<file path="config.mk">
export PLATFORM = sky130hd
export DESIGN_NAME = hazard_ctrl_unit
export DESIGN_NICKNAME = d
export VERILOG_FILES = /design/src/rtl/hazard_ctrl_unit_pkg.sv /design/src/rtl/hazard_ctrl_unit_md_sequencer.sv /design/src/rtl/hazard_ctrl_unit.sv
export SDC_FILE = /design/constraint.sdc
export NUM_CORES = 1
export LEC_CHECK = 0
export BUFFER_PORTS_ARGS = -buffer_cell sky130_fd_sc_hd__buf_2
export CAP_MARGIN = 25
export CORE_ASPECT_RATIO = 1.5
export CORE_MARGIN = 2
export CORE_UTILIZATION = 54
export DETAILED_ROUTE_END_ITERATION = 10
export GPL_TIMING_DRIVEN = 1
export PLACE_DENSITY = 0.86
export SYNTH_ARGS = -nofsm -noshare
export SYNTH_HDL_FRONTEND = slang
export SYNTH_HIERARCHICAL = 1
export SYNTH_SLANG_ARGS = --single-unit
</file>
<file path="constraint.sdc">
create_clock -name CLK -period 7.15 [get_ports CLK]
set_clock_uncertainty 0.15 [all_clocks]
set_input_delay 1.43 -clock CLK [delete_from_list [all_inputs] [get_ports CLK]]
set_output_delay 1.43 -clock CLK [all_outputs]
set_load 0.05 [all_outputs]
</file>
<file path="src/rtl/hazard_ctrl_unit_pkg.sv">
// Shared pipeline definitions: MDU sequencer state encoding, cycle-count defaults
// and the counter preload helper.
package mips_defs;

  typedef enum logic [1:0] {
    MD_IDLE = 2'd0,
    MD_BUSY = 2'd1,
    MD_DONE = 2'd2
  } md_state_t;

  localparam int MULT_CYC_DEF = 4;
  localparam int DIV_CYC_DEF  = 32;
  localparam int STAT_W_DEF   = 16;
  localparam int MD_CNT_W     = 6;

  // Preload so that BUSY lasts exactly the requested number of cycles, counting down to 0.
  function automatic logic [MD_CNT_W-1:0] md_load(input logic div, input int mult_cyc,
                                                  input int div_cyc);
    return MD_CNT_W'(div ? div_cyc - 1 : mult_cyc - 1);
  endfunction

endpackage

</file>
<file path="src/rtl/hazard_ctrl_unit_md_sequencer.sv">
// Multi-cycle mult/div sequencer: IDLE -> BUSY (N cycles) -> DONE (1 cycle) -> IDLE.
module md_sequencer
  import mips_defs::*;
#(
  parameter int MULT_CYC = MULT_CYC_DEF,
  parameter int DIV_CYC  = DIV_CYC_DEF
) (
  input  logic clk,
  input  logic rst,
  input  logic start,
  input  logic div,
  output logic busy,
  output logic done
);

  md_state_t             state;
  logic [MD_CNT_W-1:0]   cnt;

  // NOTE: sequential state uses non-blocking assignments so every flop samples pre-edge values.
  always_ff @(posedge clk or posedge rst) begin
    if (rst) begin
      state <= MD_IDLE;
      cnt   <= '0;
      busy  <= 1'b0;
      done  <= 1'b0;
    end else begin
      case (state)
        MD_IDLE: begin
          if (start) begin
            state <= MD_BUSY;
            cnt   <= md_load(div, MULT_CYC, DIV_CYC);
            busy  <= 1'b1;
          end
        end
        MD_BUSY: begin
          if (cnt == '0) begin
            state <= MD_DONE;
            done  <= 1'b1;
          end else begin
            cnt <= cnt - 1'b1;
          end
        end
        MD_DONE: begin
          state <= MD_IDLE;
          busy  <= 1'b0;
          done  <= 1'b0;
        end
        default: begin
          state <= MD_IDLE;
          cnt   <= '0;
          busy  <= 1'b0;
          done  <= 1'b0;
        end
      endcase
    end
  end

endmodule

</file>
<file path="src/rtl/hazard_ctrl_unit.sv">
// Pipeline hazard controller: load-use, branch-operand and MDU stalls, wrong-path
// flush, and a saturating stall-cycle statistic.
module hazard_ctrl_unit
  import mips_defs::*;
#(
  parameter int MULT_CYC = MULT_CYC_DEF,
  parameter int DIV_CYC  = DIV_CYC_DEF,
  parameter int STAT_W   = STAT_W_DEF
) (
  input  logic              CLK,
  input  logic              RST,
  input  logic [4:0]        RsD,
  input  logic [4:0]        RtD,
  input  logic [4:0]        RsE,
  input  logic [4:0]        RtE,
  input  logic [4:0]        WriteRegE,
  input  logic              RegWriteE,
  input  logic              MemtoRegE,
  input  logic [4:0]        WriteRegM,
  input  logic              MemtoRegM,
  input  logic              BranchD,
  input  logic              PCSrcD,
  input  logic              JumpD,
  input  logic              MdStartD,
  input  logic              MdDivD,
  input  logic              MfHiLoD,
  output logic              StallF,
  output logic              StallD,
  output logic              FlushD,
  output logic              FlushE,
  output logic              MdBusy,
  output logic              MdDone,
  output logic [STAT_W-1:0] StallCycles
);

  logic lwstall;
  logic brstall;
  logic mdstall;
  logic stall;
  logic unused_fwd;

  // RsE is only present so forwarding logic can share this port list.
  assign unused_fwd = ^{RsE};

  assign lwstall = MemtoRegE & ((RsD == RtE) | (RtD == RtE)) & (RtE != 5'd0);

  assign brstall = BranchD &
                   ((RegWriteE & (WriteRegE != 5'd0) & ((WriteRegE == RsD) | (WriteRegE == RtD))) |
                    (MemtoRegM & (WriteRegM != 5'd0) & ((WriteRegM == RsD) | (WriteRegM == RtD))));

  assign mdstall = (MdStartD | MfHiLoD) & MdBusy;
  assign stall   = lwstall | brstall | mdstall;

  assign StallF = stall;
  assign StallD = stall;
  assign FlushE = stall;
  // A pending redirect waits until the stall clears so the branch sees settled operands.
  assign FlushD = (PCSrcD | JumpD) & ~stall;

  md_sequencer #(
    .MULT_CYC (MULT_CYC),
    .DIV_CYC  (DIV_CYC)
  ) u_md_sequencer (
    .clk   (CLK),
    .rst   (RST),
    .start (MdStartD & ~stall),
    .div   (MdDivD),
    .busy  (MdBusy),
    .done  (MdDone)
  );

  always_ff @(posedge CLK or posedge RST) begin
    if (RST) begin
      StallCycles <= '0;
    end else if (stall && !(&StallCycles)) begin
      StallCycles <= StallCycles + STAT_W'(1);
    end
  end

endmodule

</file>
==> out/metrics.cfg <==
[run_status]
status=completed

[worst_hold_path]
whs_path_depth=1
whs_endpoint=StallCycles[15]
hold_path.class=reg2reg
hold_start=StallCycles[15]

[pwr]
p_int_w=0.0003970
p_sw_w=0.0003941
pwr-share-comb_pct=54.7
pwr-share-seq_pct=33.2
swShare_pct=49.82
power_density_nw_per_um2=355.6
clkPwrFrac_pct=12.1
ir_drop_uv=286.9
p_leak_nw=1.050

[sta]
worstMarginPinSlew_ns=0.6020
fin_crit_sh_pct=68.17
max_freq_mhz=205.2
whs_ns=0.3457
period_minus_slack_ns=4.874
max_slew_margin_pct=59.82
hold_violations=0
setup_violations=0
fin_setup_tns_ns=0
grt_setup_unrepaired=no
drv_slew=0

[detailed_routing]
wl_um=4378
vias_per_cell=5.771
routedWlPerCell_um=14.99
dr.pass1.iters=4
drt_iter0_drc=59
drc=0
dr_total_vias=1685
ant_nets=0

[setup_path]
rr_startpoint=u_md_sequencer/busy
rr_endpoint=u_md_sequencer/cnt[3]
path_max_fanout=17
r2r_cells=6
arrival_ns=3.29
cp-start-kind=input pin
startpoint=WriteRegM[1]
ff2ff_setup_slack_ns=4.90
critPathCaptureType=primary output
crit_type=in2out
required_ns=5.57

[flow_run]
maxCapViolCount=0

[cts]
cts.repair.resized=0
numCtsBuffers=3
clkSinkCount=26
cts_root_buffer=clkbuf_8
htree_levels=1
holdBufCountCts=0
clkTransAtPathRegs_ns=0.09
post_cts_buffers=0
cts.path.max_buffers=2
clock_latency_ns=0.27
tritoncts=done

[floorplan]
core-area_sq_um=3383
num_io_pins=63
die-height_um=76.37
design.die.area_sq_um=3990
num_rows=26
start_util_pct=55.73
die_w_um=52.25

[global_routing]
grt_usage_pct=24.14
antenna_found_initial=0
grt_pass1_wl_um=7596
overflow=0
grt_max_degree=18
grt_pass1_vias=1748

[yosys]
syn_nets=241
yosysWarnings=6
avgSynthCellArea_sq_um=9.571
synth_enable_flop_cells=0
ys_types=48
syn_inst=197
synth-seq-cells=26
syn_area_sq_um=1886
async_flop_share_pct=100.0
ys_seq_area_share_pct=34.51
synth_ff_type=dfrtp_1

[placement]
gp_congestion=0.8972
numPortBuffers=57
dpl.hpwl_um=3476

[finish]
n_antenna_cell=0
final_common_cell=buf_2
final_cell_mix=buf_2, xnor2_1, dfrtp_1
syn_to_final_growth_pct=17.98
final_layout_size_suffix_gt1_share_pct=29.20
nFillCells=298
nets=295

## kinds of logic after synthesis
logic type / Yosys count / share of synthesized area, %
and+or+nand+nor: 76 / 25.28
buffers and inverters: 19 / 5.241
DFF: 26 / 34.51
AOI/OAI and AO/OA: 26 / 10.82
xor gates and xnor gates: 46 / 21.37
adders and majority gates: 3 / 1.991
muxes: 1 / 0.7961
## cell usage after synthesis (3+ instances only)
| cell | number | share of area (%) |
|---|---|---|
| nor3_1 | 14 | 3.7 |
| nand2_1 | 8 | 1.6 |
| inv_1 | 9 | 1.8 |
| nand4_1 | 6 | 2.0 |
| xnor2_1 | 27 | 13 |
| nor2_1 | 8 | 1.6 |
| nand4b_1 | 3 | 1.4 |
| xor2_1 | 19 | 8.8 |
| and2_1 | 3 | 1.0 |
| ha_1 | 3 | 2.0 |
| buf_2 | 4 | 1.1 |
| o22ai_1 | 5 | 1.7 |
| dfrtp_1 | 26 | 35 |
| nand3_1 | 11 | 2.9 |
| or4_1 | 3 | 1.2 |
| o21ai_0 | 4 | 1.1 |
| nor4b_2 | 3 | 2.4 |
## sequential cells by signal, summed over array words and instances, names as in the netlist
register	cells
u_md_sequencer/done	1
u_md_sequencer/state	2
u_md_sequencer/busy	1
u_md_sequencer/cnt	6
StallCycles	16
## worst max-delay path, stage by stage
cell	delay, ns
buf_2	0.12
or4_1	0.54
o2111ai_1	0.22
o2111a_2	0.47
inv_1	0.13
nor2_1	0.11
buf_2	0.26
## per-layer routing
layer	wire, um	GRT usage, %
met1	1704	27.83
met5	0	0
met3	249	4.314
met2	2372	43.80
met4	52	6.923
## power groups by stage
stage,sequential [W],clock (W),combinational (W)
2_1_floorplan,0.000333,0,0.000278
3_3_place_gp,0.000262,0,0.000421
3_5_place_dp,0.000264,0,0.000433
4_1_cts,0.000261,0.0000981,0.000436
5_1_grt,0.000272,0.000102,0.000471
6_report,0.000263,0.0000956,0.000432
## cell type report
type | instances | area (sq um) | share of cell area [%]
Inverter | 10 | 37.54 | 1.687
Multi-Input combinational cell | 152 | 1136 | 51.07
Timing Repair Buffer | 58 | 292.8 | 13.16
Sequential cell | 26 | 650.6 | 29.25
Clock buffer | 4 | 55.05 | 2.475
Tap cell | 42 | 52.55 | 2.362
## worst max path at each step
stage | endpoint | depth (start not counted)
6_report | FlushD | 7
5_1_grt | FlushD | 7
4_1_cts | FlushD | 7
3_5_place_dp | FlushD | 7
3_3_place_gp | FlushD | 7
2_1_floorplan | FlushD | 6
## per-stage QoR
| stage | cells | setup WS (ns) | utilization (%) | total power (W) | area [sq um] |
|---|---|---|---|---|---|
| 3_3_place_gp | 288 | 2.304 | 64.13 | 0.0006828 | 2170 |
| 4_1_cts | 292 | 2.265 | 65.75 | 0.0007954 | 2225 |
| 6_report | 292 | 2.276 | 65.75 | 0.0007911 | 2225 |
| 3_5_place_dp | 288 | 2.262 | 64.13 | 0.0006972 | 2170 |
| 2_1_floorplan | 197 | 2.028 | - | 0.0006101 | 1886 |
| 5_1_grt | 292 | 2.149 | 65.75 | 0.0008459 | 2225 |
Note: power is estimated with default switching activity, not from simulation.
